[src/rtl/idct8_skew_feeder_pkg.sv]
// Shared constants and types for the IDCT row-chain input feeder.
// Pass rounding constants, latencies and the result tag carried alongside each row.
package idct_pkg;

   localparam int W = 25;
   localparam int N = 8;

   localparam logic [3:0]  PASS0_SHIFT = 4'd7;
   localparam logic [24:0] PASS0_ADD   = 25'd64;
   localparam logic [3:0]  PASS1_SHIFT = 4'd12;
   localparam logic [24:0] PASS1_ADD   = 25'd2048;

   // Edges from accept until the tag appears beside the chain's d_out.
   localparam int OUT_LATENCY = 9;
   localparam int PASS_DEPTH  = 8;

   typedef struct packed {
      logic       valid;
      logic [2:0] row;
      logic       last;
   } tag_t;

   function automatic logic [3:0] pass_shift(input logic pass);
      return pass ? PASS1_SHIFT : PASS0_SHIFT;
   endfunction

   function automatic logic [24:0] pass_add(input logic pass);
      return pass ? PASS1_ADD : PASS0_ADD;
   endfunction

endpackage

[src/rtl/idct8_delay_line.sv]
// Fixed-depth register delay line with asynchronous active-low clear.
// Output is the last stage, so a value entering at edge E is visible after edge E+DEPTH-1.
module idct8_delay_line #(
   parameter int DEPTH = 1,
   parameter int WIDTH = 1
) (
   input  logic             clk,
   input  logic             rst_n,
   input  logic [WIDTH-1:0] din,
   output logic [WIDTH-1:0] dout
);

   logic [WIDTH-1:0] stage_q [DEPTH];
   logic [WIDTH-1:0] stage_d [DEPTH];

   // Shift: new sample into stage 0, every other stage takes its predecessor.
   always_comb begin
      stage_d[0] = din;
      for (int i = 1; i < DEPTH; i++) begin
         stage_d[i] = stage_q[i-1];
      end
   end

   // Stage registers.
   always_ff @(posedge clk or negedge rst_n) begin
      if (!rst_n) begin
         for (int i = 0; i < DEPTH; i++) begin
            stage_q[i] <= '0;
         end
      end else begin
         for (int i = 0; i < DEPTH; i++) begin
            stage_q[i] <= stage_d[i];
         end
      end
   end

   assign dout = stage_q[DEPTH-1];

endmodule

[src/rtl/idct8_skew_feeder.sv]
// Skews one 8-coefficient row per cycle onto the IDCT chain lanes and tracks
// per-row rounding constants and the output tag in step with the chain.
module idct8_skew_feeder #(
   parameter int W = idct_pkg::W,
   parameter int N = idct_pkg::N
) (
   input  logic                clk,
   input  logic                reset,
   input  logic                in_valid,
   output logic                in_ready,
   input  logic                in_pass,
   input  logic signed [W-1:0] in_row_1,
   input  logic signed [W-1:0] in_row_2,
   input  logic signed [W-1:0] in_row_3,
   input  logic signed [W-1:0] in_row_4,
   input  logic signed [W-1:0] in_row_5,
   input  logic signed [W-1:0] in_row_6,
   input  logic signed [W-1:0] in_row_7,
   input  logic signed [W-1:0] in_row_8,
   output logic signed [W-1:0] d_in_1,
   output logic signed [W-1:0] d_in_2,
   output logic signed [W-1:0] d_in_3,
   output logic signed [W-1:0] d_in_4,
   output logic signed [W-1:0] d_in_5,
   output logic signed [W-1:0] d_in_6,
   output logic signed [W-1:0] d_in_7,
   output logic signed [W-1:0] d_in_8,
   output logic [24:0]         add,
   output logic [3:0]          shift,
   output logic                out_valid,
   output logic [2:0]          out_row,
   output logic                out_last
);

   import idct_pkg::*;

   logic        rdy_q, rdy_d;
   logic [2:0]  cnt_q, cnt_d;
   logic        last_pass_q, last_pass_d;
   logic [24:0] add_q, add_d;
   logic [3:0]  shift_q, shift_d;
   tag_t        out_q, out_d;

   logic        acc_s;
   logic [2:0]  row_idx_s;
   tag_t        tag_s, tag_dly_s;
   logic [1:0]  pass_in_s, pass_dly_s;
   logic [W-1:0] row_s      [N];
   logic [W-1:0] lane_in_s  [N];
   logic [W-1:0] lane_out_s [N];

   assign row_s[0] = in_row_1;
   assign row_s[1] = in_row_2;
   assign row_s[2] = in_row_3;
   assign row_s[3] = in_row_4;
   assign row_s[4] = in_row_5;
   assign row_s[5] = in_row_6;
   assign row_s[6] = in_row_7;
   assign row_s[7] = in_row_8;

   assign acc_s = in_valid & rdy_q;

   // Bubble slots push zeros so the chain computes 0 for them.
   always_comb begin
      for (int k = 0; k < N; k++) begin
         if (acc_s) begin
            lane_in_s[k] = row_s[k];
         end else begin
            lane_in_s[k] = '0;
         end
      end
   end

   for (genvar k = 0; k < N; k++) begin : g_lane
      idct8_delay_line #(.DEPTH(k + 1), .WIDTH(W)) u_lane (
         .clk   (clk),
         .rst_n (reset),
         .din   (lane_in_s[k]),
         .dout  (lane_out_s[k])
      );
   end

   assign pass_in_s = {acc_s, in_pass};

   idct8_delay_line #(.DEPTH(PASS_DEPTH), .WIDTH(2)) u_pass (
      .clk   (clk),
      .rst_n (reset),
      .din   (pass_in_s),
      .dout  (pass_dly_s)
   );

   idct8_delay_line #(.DEPTH(OUT_LATENCY), .WIDTH($bits(tag_t))) u_tag (
      .clk   (clk),
      .rst_n (reset),
      .din   (tag_s),
      .dout  (tag_dly_s)
   );

   // Row counter: a pass change restarts numbering so the new block begins at row 0.
   always_comb begin
      rdy_d       = 1'b1;
      cnt_d       = cnt_q;
      last_pass_d = last_pass_q;
      row_idx_s   = cnt_q;
      tag_s       = '0;
      if (acc_s) begin
         if (in_pass != last_pass_q) begin
            row_idx_s = 3'd0;
         end else begin
            row_idx_s = cnt_q;
         end
         cnt_d       = row_idx_s + 3'd1;
         last_pass_d = in_pass;
         tag_s.valid = 1'b1;
         tag_s.row   = row_idx_s;
         tag_s.last  = (row_idx_s == 3'd7);
      end else begin
         cnt_d       = cnt_q;
         last_pass_d = last_pass_q;
      end
   end

   // Rounding pair for the slot reaching the output stage; bubbles get 0/0.
   always_comb begin
      add_d   = 25'd0;
      shift_d = 4'd0;
      out_d   = tag_dly_s;
      if (pass_dly_s[1]) begin
         add_d   = pass_add(pass_dly_s[0]);
         shift_d = pass_shift(pass_dly_s[0]);
      end else begin
         add_d   = 25'd0;
         shift_d = 4'd0;
      end
   end

   // Control and output registers.
   always_ff @(posedge clk or negedge reset) begin
      if (!reset) begin
         rdy_q       <= 1'b0;
         cnt_q       <= 3'd0;
         last_pass_q <= 1'b0;
         add_q       <= 25'd0;
         shift_q     <= 4'd0;
         out_q       <= '0;
      end else begin
         rdy_q       <= rdy_d;
         cnt_q       <= cnt_d;
         last_pass_q <= last_pass_d;
         add_q       <= add_d;
         shift_q     <= shift_d;
         out_q       <= out_d;
      end
   end

   assign in_ready  = rdy_q;
   assign add       = add_q;
   assign shift     = shift_q;
   assign out_valid = out_q.valid;
   assign out_row   = out_q.row;
   assign out_last  = out_q.last;

   assign d_in_1 = lane_out_s[0];
   assign d_in_2 = lane_out_s[1];
   assign d_in_3 = lane_out_s[2];
   assign d_in_4 = lane_out_s[3];
   assign d_in_5 = lane_out_s[4];
   assign d_in_6 = lane_out_s[5];
   assign d_in_7 = lane_out_s[6];
   assign d_in_8 = lane_out_s[7];

endmodule

[config.mk]
export PLATFORM = sky130hd
export DESIGN_NAME = idct8_skew_feeder
export DESIGN_NICKNAME = d
export VERILOG_FILES = /design/src/rtl/idct8_skew_feeder_pkg.sv /design/src/rtl/idct8_delay_line.sv /design/src/rtl/idct8_skew_feeder.sv
export SDC_FILE = /design/constraint.sdc
export NUM_CORES = 1
export LEC_CHECK = 0
export CORE_MARGIN = 8
export CORE_UTILIZATION = 55
export CTS_CLUSTER_SIZE = 24
export DETAILED_ROUTE_END_ITERATION = 8
export PLACE_DENSITY = 0.84
export SLEW_MARGIN = 30
export SYNTH_ARGS = -nofsm -noshare
export SYNTH_HDL_FRONTEND = slang
export SYNTH_SLANG_ARGS = --single-unit
[constraint.sdc]
create_clock -name clk -period 3.67 [get_ports clk]
set_clock_uncertainty 0.1 [all_clocks]
set_input_delay 1.101 -clock clk [delete_from_list [all_inputs] [get_ports clk]]
set_output_delay 1.101 -clock clk [all_outputs]
set_load 0.05 [all_outputs]
==> impl_metrics.csv, run 1 <==
group,metric,value,unit
status,status,"finished clean",
job,cap_violations,0,
logic_synthesis,synth_fa_ha_area_share,0.0963,%
logic_synthesis,ys_warn_count,0,
routing,num_vias,11800,
global_routing,grt_max_degree,110,
routing,detail_route.wl_per_cell,24.5,um
floorplan,die_w,233,um
worst_setup_path,worstSetupPathType,"reg2out",
clock_network,cts_buffers,89,
logic_synthesis,synthFlopType,"dfrtp_1",
logic_synthesis,synth_edf_count,0,
logic_synthesis,synth_top_family_by_area,"simple AND/OR/NAND/NOR gates",
worst_setup_path,cp_slowest_cell,"clkdlybuf4s50_1",
layout,final_cell_area,34100,sq um
placement,globalplace.congestion,0.782,
worst_setup_path,crit_path_end_kind,"output pin",
layout,final_core_util,73.2,%
timing,setup_ws,0.513,ns
power,p_leak,17.5,nW
timing,fin_setup_tns,0,ns
floorplan,io_pins,439,
power,power_density,638,nW/um^2
clock_network,insertion_delay,0.63,ns
clock_network,clock_sinks,965,
logic_synthesis,synth_top_area_cell,"dfrtp_1",
layout,nNetsFinal,1957,
routing,ant_nets,0,
floorplan,fp-row-count,79,
layout,drive_gt1_share,10.4,%
worst_setup_path,cp.required,2.47,ns
clock_network,holdBufCountCts,0,
logic_synthesis,synthXorXnorAreaFrac,0.0337,%
clock_network,root_buffer,"clkbuf_16",
floorplan,chipHeight,233,um
routing,vias_per_cell,4.83,
floorplan,initial_core_util,55.8,%
floorplan,design.core.area,46600,sq um
global_routing,grt_pass1_wl,90.1,mm
logic_synthesis,netlist_instances,1258,
logic_synthesis,syn_area_per_cell,20.7,sq um
timing,worst_pin_slew,0.976,ns
clock_network,tritoncts,"built",
worst_hold_path,min_path_type,"reg2reg",
clock_network,cts_max_level,3,
power,vdd_drop_max,0.979,mV
clock_network,ctsResizeCount,0,
logic_synthesis,synthTopCellsByArea,"dfrtp_1, and3_1, buf_4",
logic_synthesis,synth_common_cells,"dfrtp_1, and3_1, buf_2",
worst_setup_path,critPathLaunchType,"flop",
routing,finalWirelength,59.8,mm
timing,rsz0062_at_grt,"false",
global_routing,antenna_found_initial,15,
timing,finalSetupViolations,0,
routing,dr.first_iter.drc_count,644,
floorplan,dieArea,54500,sq um
logic_synthesis,synth_async_sr_flop_share,100,%
timing,finalHoldViolations,0,
logic_synthesis,synth_top_area_share,92.9,%
logic_synthesis,synth.most_common_cell,"dfrtp_1",
global_routing,first_global_vias,14200,
worst_setup_path,critPathMaxFanout,1,
worst_setup_path,critPathBufInv,1,
global_routing,grt_use_total,22.7,%
clock_network,cts_setup_buffers,0,
timing,period_share,86.0,%
worst_setup_path,cpLargestDelayFamily,"buffers and inverters",
placement,io_buffer_count,415,
routing,drtPass1Iterations,4,
layout,fillerInstances,2432,
logic_synthesis,synth_compound_area_share,0.0385,%
routing,drc,0,
logic_synthesis,syn_area,26000,sq um
logic_synthesis,seq_area_frac_synth,92.9,%
timing,finalMaxSlewViolations,0,
worst_setup_path,cp_data_arrival_time,1.96,ns
clock_network,cts.clk_slew.worst_paths,0.07,ns
worst_setup_path,cpPeakStageDelay,0.88,ns
logic_synthesis,ys_types,13,
logic_synthesis,synthSimpleGateAreaFrac,5.08,%
timing,min_period,3.16,ns
logic_synthesis,synth-seq-cells,965,
worst_setup_path,crit_chain,"clkdlybuf4s50_1",
placement,dp_slack,0.698,ns
timing,timing.fmax,317,MHz
layout,syn_to_final_growth,31.1,%
timing,relSlewSlack,34.9,%
placement,dp_hpwl,35.1,mm
placement,placed_area,31000,sq um
clock_network,clockBufferDepth,3,
global_routing,gr-total-overflow,0,
logic_synthesis,muxShareOfSynthArea,0.173,%
-- per-layer routing --
metal | global-route usage (%) | share of wire [%] | vias up
met2 | 41.2 | 56 | 373
met1 | 24.4 | 34 | 6333
met3 | 6.90 | 6.3 | 111
met5 | 0 | 0.022 | -
li1 | - | - | 4991
met4 | 9.46 | 3.9 | 2
-- power by group --
part / leakage [nW] / total (mW) / internal, mW / switching (mW)
Combinational: 3.09 / 1.26 / 0.457 / 0.802
Sequential: 13.0 / 11.2 / 11.1 / 0.171
Clock: 1.47 / 9.26 / 5.35 / 3.90
-- cells by family after synthesis --
family          Yosys count
compound gates            2
xor+xnor                  1
fa+ha+maj                 2
buf+inv                  72
flops                   965
mux                       3
other cells               2
simple gates            211
-- state kept, by name (all words and copies together) (netlist names) --
register and flops:
u_pass.dout 2, in_ready 1, last_pass_q 1, g_lane.u_lane.stage_d 700, out_row 3, cnt_q 3, g_lane.u_lane.dout 200, u_tag.stage_d 32
add 1, u_tag.dout 4, shift 2, u_pass.stage_d 14, out_valid 1, out_last 1
-- path summary, 6_finish.rpt --
check	start	endpoint	slack [ns]	depth (start not counted)
max	g_lane[4].u_lane.dout[21]$_DFF_PN0_	d_in_5[21]	0.51	1
min	g_lane[4].u_lane.stage_d[55]$_DFF_PN0_	g_lane[4].u_lane.stage_d[30]$_DFF_PN0_	0.23	0
max reg2reg	in_ready$_DFF_PN0_	cnt_q[1]$_DFFE_PN0P_	1.52	3
min reg2reg	g_lane[4].u_lane.stage_d[55]$_DFF_PN0_	g_lane[4].u_lane.stage_d[30]$_DFF_PN0_	0.23	0
max in group asynchronous	reset	g_lane[4].u_lane.stage_d[18]$_DFF_PN0_	2.12	3
min in group asynchronous	reset	g_lane[5].u_lane.stage_d[85]$_DFF_PN0_	0.33	1
-- layout make-up --
type | instances | area (sq um) | share of cell area (%)
Multi-Input combinational cell | 243 | 1500 | 4.40
Timing Repair Buffer | 452 | 4630 | 13.6
Tap cell | 607 | 759 | 2.23
Antenna cell | 13 | 32.5 | 0.0955
Clock inverter | 28 | 289 | 0.848
Sequential cell | 965 | 24200 | 70.9
Clock buffer | 136 | 2720 | 7.97
-- stage by stage --
| stage | hold slack, ns | total power, mW | std cells |
|---|---|---|---|
| floorplan | 0.231 | 11.9 | 1280 |
| global placement | 0.231 | 12.6 | 2267 |
| detailed placement | 0.235 | 12.7 | 2267 |
| CTS | 0.234 | 22.0 | 2431 |
| global route | 0.238 | 22.5 | 2442 |
| finish | 0.230 | 21.8 | 2444 |
-- cell usage in the layout (no fill, tap or decap), types with 13 or more instances in the layout --
cell type,n
and3_1,205
buf_4,23
clkbuf_8,25
dfrtp_1,964
conb_1,24
clkdlybuf4s50_1,412
clkbuf_16,92
clkinv_2,14
diode_2,13
buf_12,16
clkbuf_1,19
(Power assumes the default switching activity.)
==> run 2, diff against run 1 <==
--- a/config.mk
+++ b/config.mk
@@ -6,10 +6,11 @@
 export NUM_CORES = 1
 export LEC_CHECK = 0
 export CORE_MARGIN = 8
-export CORE_UTILIZATION = 55
+export CORE_UTILIZATION = 30
+export CTS_CLUSTER_DIAMETER = 200
 export CTS_CLUSTER_SIZE = 24
 export DETAILED_ROUTE_END_ITERATION = 8
-export PLACE_DENSITY = 0.84
+export PLACE_DENSITY = 0.52
 export SLEW_MARGIN = 30
 export SYNTH_ARGS = -nofsm -noshare
 export SYNTH_HDL_FRONTEND = slang
==> impl_metrics.csv, run 2 (synthesis results as in run 1) <==
group,metric,value,unit
status,status,"finished clean",
floorplan,chipHeight,310,um
floorplan,dieArea,96300,sq um
power,power.internal,13.9,mW
global_routing,grt_use_total,10.1,%
worst_setup_path,critPathLaunchType,"flop",
layout,nNetsFinal,1914,
timing,worst_pin_slew,0.647,ns
power,seq_power_share,62.6,%
placement,dp_hpwl,33.3,mm
worst_setup_path,cp_slowest_cell,"clkdlybuf4s50_1",
clock_network,root_buffer,"clkbuf_16",
routing,vias_per_cell,3.82,
power,p_leak,16.7,nW
clock_network,cts_setup_buffers,0,
floorplan,fp-row-count,108,
routing,finalWirelength,48.8,mm
worst_setup_path,worstSetupPathType,"reg2out",
routing,drc,0,
layout,largest_reg_flops,700,
worst_setup_path,cpPeakStageDelay,0.83,ns
clock_network,tritoncts,"built",
floorplan,design.core.area,86300,sq um
layout,final_core_util,38.2,%
layout,drive_gt1_share,5.49,%
clock_network,cts_max_level,2,
global_routing,gr-total-overflow,0,
timing,fin_setup_tns,0,ns
power,vdd_drop_max,0.319,mV
layout,layout_common_cells,"dfrtp_1, clkdlybuf4s50_1, and3_1, clkbuf_16, buf_4",
routing,ant_nets,0,
routing,detail_route.wl_per_cell,17.0,um
routing,num_vias,11000,
power,p_switching,3.94,mW
worst_setup_path,crit_path_end_kind,"output pin",
floorplan,io_pins,439,
placement,globalplace.congestion,0.747,
worst_setup_path,cp.required,2.47,ns
global_routing,first_global_vias,12400,
global_routing,antenna_found_initial,10,
placement,io_buffer_count,415,
worst_hold_path,min_path_type,"reg2reg",
worst_setup_path,cpLargestDelayFamily,"buffers and inverters",
global_routing,grt_max_degree,117,
layout,mostFrequentLayoutCell,"dfrtp_1",
clock_network,cts.clk_slew.worst_paths,0.09,ns
timing,finalMaxSlewViolations,0,
timing,relSlewSlack,56.8,%
routing,drtPass1Iterations,4,
worst_setup_path,cp_data_arrival_time,1.80,ns
clock_network,insertion_delay,0.59,ns
clock_network,ctsResizeCount,0,
worst_setup_path,critPathBufInv,1,
clock_network,holdBufCountCts,0,
timing,timing.fmax,333,MHz
power,swShare,22.1,%
power,combPwrFrac,6.9,%
job,cap_violations,0,
clock_network,cts_buffers,46,
clock_network,clock_sinks,965,
timing,rsz0062_at_grt,"false",
worst_setup_path,critPathMaxFanout,1,
layout,syn_to_final_growth,26.8,%
timing,finalSetupViolations,0,
floorplan,initial_core_util,30.1,%
power,power_density,541,nW/um^2
routing,dr.first_iter.drc_count,519,
timing,min_period,3.00,ns
timing,finalHoldViolations,0,
global_routing,grt_pass1_wl,75.5,mm
floorplan,die_w,310,um
timing,period_share,81.8,%
worst_setup_path,crit_chain,"clkdlybuf4s50_1",
power,power_frac_clock,30.5,%
clock_network,clockBufferDepth,3,
## run 2: per-stage QoR
step | worst slack (ns) | instances | instance area (sq um) | power, mW | hold slack (ns)
2_1_floorplan | 1.32 | 1280 | 26100 | 11.9 | 0.231
3_3_place_gp | 0.701 | 2815 | 31700 | 12.6 | 0.231
3_5_place_dp | 0.648 | 2815 | 31700 | 12.7 | 0.235
4_1_cts | 0.580 | 2866 | 32900 | 18.2 | 0.242
5_1_grt | 0.583 | 2869 | 33000 | 18.7 | 0.242
6_report | 0.667 | 2869 | 33000 | 17.8 | 0.238
## run 2: layer usage
metal / vias up / wire length (um) / track usage [%]
met5: - / 57 / 0
met4: 8 / 1110 / 3.05
met3: 69 / 3380 / 3.11
met2: 241 / 24700 / 16.9
met1: 5830 / 19500 / 12.5
li1: 4819 / - / -
## run 2: final timing paths
kind,from,to,slack (ns),cells past startpoint
max,g_lane[7].u_lane.dout[9]$_DFF_PN0_,d_in_8[9],0.67,1
min,g_lane[6].u_lane.stage_d[149]$_DFF_PN0_,g_lane[6].u_lane.stage_d[124]$_DFF_PN0_,0.24,0
max reg2reg,in_ready$_DFF_PN0_,cnt_q[1]$_DFFE_PN0P_,1.70,3
min reg2reg,g_lane[6].u_lane.stage_d[149]$_DFF_PN0_,g_lane[6].u_lane.stage_d[124]$_DFF_PN0_,0.24,0
max in group asynchronous,reset,g_lane[7].u_lane.stage_d[117]$_DFF_PN0_,2.11,3
min in group asynchronous,reset,g_lane[1].u_lane.dout[1]$_DFF_PN0_,0.29,1
## run 2: final cells by class
type	count	area [sq um]
antenna	3	7.51
clock buffer	50	1230
clock inverter	1	20.0
fill	7915	53400
multi-input combinational	243	1500
sequential	965	24200
tap	1155	1450
timing repair buffer	452	4600
## run 2: power groups by stage
stage	clock network, mW	registers [mW]	logic [mW]
floorplan	0	11.7	0.224
global route	6.13	11.2	1.32
global placement	0	11.4	1.24
finish	5.44	11.2	1.23
detailed placement	0	11.4	1.25
CTS	5.76	11.2	1.26
==> run 3, diff against run 2 <==
==> constraint.sdc (replaced) <==
create_clock -name clk -period 2.85 [get_ports clk]
set_clock_uncertainty 0.1 [all_clocks]
set_input_delay 0.855 -clock clk [delete_from_list [all_inputs] [get_ports clk]]
set_output_delay 0.855 -clock clk [all_outputs]
set_load 0.05 [all_outputs]
==> impl_metrics.csv, run 3 (synthesis results as in run 1) <==
group,metric,value,unit
power,vdd_drop_max,0.437,mV
global_routing,grtUsageMet3,3.46,%
routing,ant_nets,0,
worst_setup_path,timing.rr.end,"cnt_q[0]$_DFFE_PN0P_",
layout,regArea,24200,sq um
worst_setup_path,crit_chain,"clkdlybuf4s50_1",
placement,io_buffer_count,415,
layout,mostFrequentLayoutCell,"dfrtp_1",
global_routing,grtUsageMet1,12.5,%
global_routing,first_global_vias,12500,
timing,timing.fmax,362,MHz
worst_hold_path,min_path_type,"in2async",
clock_network,cts_max_level,2,
worst_setup_path,critPathMaxFanout,1,
timing,period_share,97.0,%
power,power_density,694,nW/um^2
layout,largest_reg_flops,700,
timing,min_period,2.76,ns
global_routing,grt_use_total,10.3,%
timing,finalHoldViolations,0,
floorplan,design.core.area,86300,sq um
clock_network,tritoncts,"built",
worst_setup_path,cpPeakStageDelay,0.83,ns
placement,globalplace.congestion,0.762,
floorplan,fp-row-count,108,
worst_setup_path,cpLargestDelayFamily,"buffers and inverters",
timing,finalSetupViolations,0,
status,status,"finished clean",
placement,placed_area,31700,sq um
layout,drive_gt1_share,5.72,%
clock_network,root_buffer,"clkbuf_16",
routing,drtPass1Iterations,4,
worst_setup_path,cp_slowest_cell,"clkdlybuf4s50_1",
routing,dr.first_iter.drc_count,540,
global_routing,top_usage_layer,"met2",
layout,fillerInstances,7830,
layout,nNetsFinal,1915,
worst_setup_path,worstSetupPathType,"reg2out",
job,cap_violations,0,
clock_network,cts_buffers,46,
clock_network,cts_setup_buffers,0,
worst_setup_path,worstReg2RegStart,"in_ready$_DFF_PN0_",
clock_network,clock_sinks,965,
timing,finalMaxSlewViolations,0,
worst_setup_path,crit_path_end_kind,"output pin",
layout,syn_to_final_growth,26.8,%
clock_network,insertion_delay,0.61,ns
routing,drc,0,
routing,num_vias,11100,
clock_network,clockBufferDepth,3,
global_routing,antenna_found_initial,12,
timing,relSlewSlack,56.0,%
layout,final_core_util,38.2,%
power,p_leak,16.7,nW
routing,vias_per_cell,3.85,
worst_setup_path,r2r_cells,3,
floorplan,io_pins,439,
floorplan,chipHeight,310,um
routing,detail_route.wl_per_cell,17.2,um
floorplan,die_w,310,um
timing,fin_setup_tns,0,ns
worst_setup_path,cp_data_arrival_time,1.81,ns
worst_setup_path,critPathLaunch,"g_lane[3].u_lane.dout[11]$_DFF_PN0_",
power,finalPower,22.9,mW
global_routing,grtUsageMet2,17.3,%
worst_setup_path,regToRegSetupSlack,1.02,ns
worst_setup_path,critPathLaunchType,"flop",
global_routing,grt_max_degree,115,
placement,dp_hpwl,33.7,mm
global_routing,grt_pass1_wl,76.9,mm
worst_setup_path,cp.required,1.90,ns
routing,finalWirelength,49.5,mm
layout,layout_common_cells,"dfrtp_1, clkdlybuf4s50_1, and3_1, clkbuf_16, buf_4",
clock_network,holdBufCountCts,0,
worst_setup_path,critPathBufInv,1,
clock_network,cts.clk_slew.worst_paths,0.10,ns
timing,holdWs,0.0620,ns
floorplan,initial_core_util,30.1,%
layout,multi_input_area,1500,sq um
timing,worst_pin_slew,0.660,ns
timing,rsz0062_at_grt,"false",
floorplan,dieArea,96300,sq um
global_routing,gr-total-overflow,0,
layout,final_cell_area,33000,sq um
run 3: layout make-up:
type | count | area share (%)
antenna | 9 | 0.0683
clock buffer | 47 | 3.50
clock inverter | 4 | 0.163
multi-input combinational | 243 | 4.55
sequential | 965 | 73.3
tap | 1155 | 4.38
timing repair buffer | 453 | 14.1
run 3: what timing repair did:
action / in CTS / in global routing
setup endpoints to repair: 0 / 3
gates resized for setup: 0 / 3
endpoints found under the hold margin: 0 / 0
run 3: metal layers:
layer	routed length [um]	vias to the layer above
li1	-	4828
met1	19300	5929
met2	25200	249
met3	3800	71
met4	1160	4
met5	31	-
run 3: worst reg2reg max path: cells and delay by family (launching register included):
kind | cells | cell delay [ns]
buf+inv | 1 | 0.61
flops | 1 | 0.65
simple gates | 1 | 0.28
compound gates | 1 | 0.07
run 3: report_power, final:
group,leakage (nW),switching [mW],internal [mW],total [mW]
logic,3.14,0.999,0.588,1.59
registers,13.0,0.165,14.2,14.4
clock network,0.594,3.95,2.94,6.89
run 3: how the worst max path moves through the flow:
stage                                 to  slack [ns]  cells after the start
global placement    cnt_q[2]$_DFFE_PN0P_        0.17                      6
CTS                            d_in_8[0]       0.002                      1
floorplan           cnt_q[2]$_DFFE_PN0P_        0.75                      5
global route                  d_in_4[10]      0.0001                      1
finish                        d_in_4[11]        0.09                      1
detailed placement  cnt_q[2]$_DFFE_PN0P_        0.16                      6
run 3: stage by stage:
step,worst slack [ns],std cells
after detailed placement,0.160,2816
after global routing,0.000105,2873
after floorplan,0.748,1280
after CTS,0.00189,2867
final,0.0869,2876
after global placement,0.166,2816
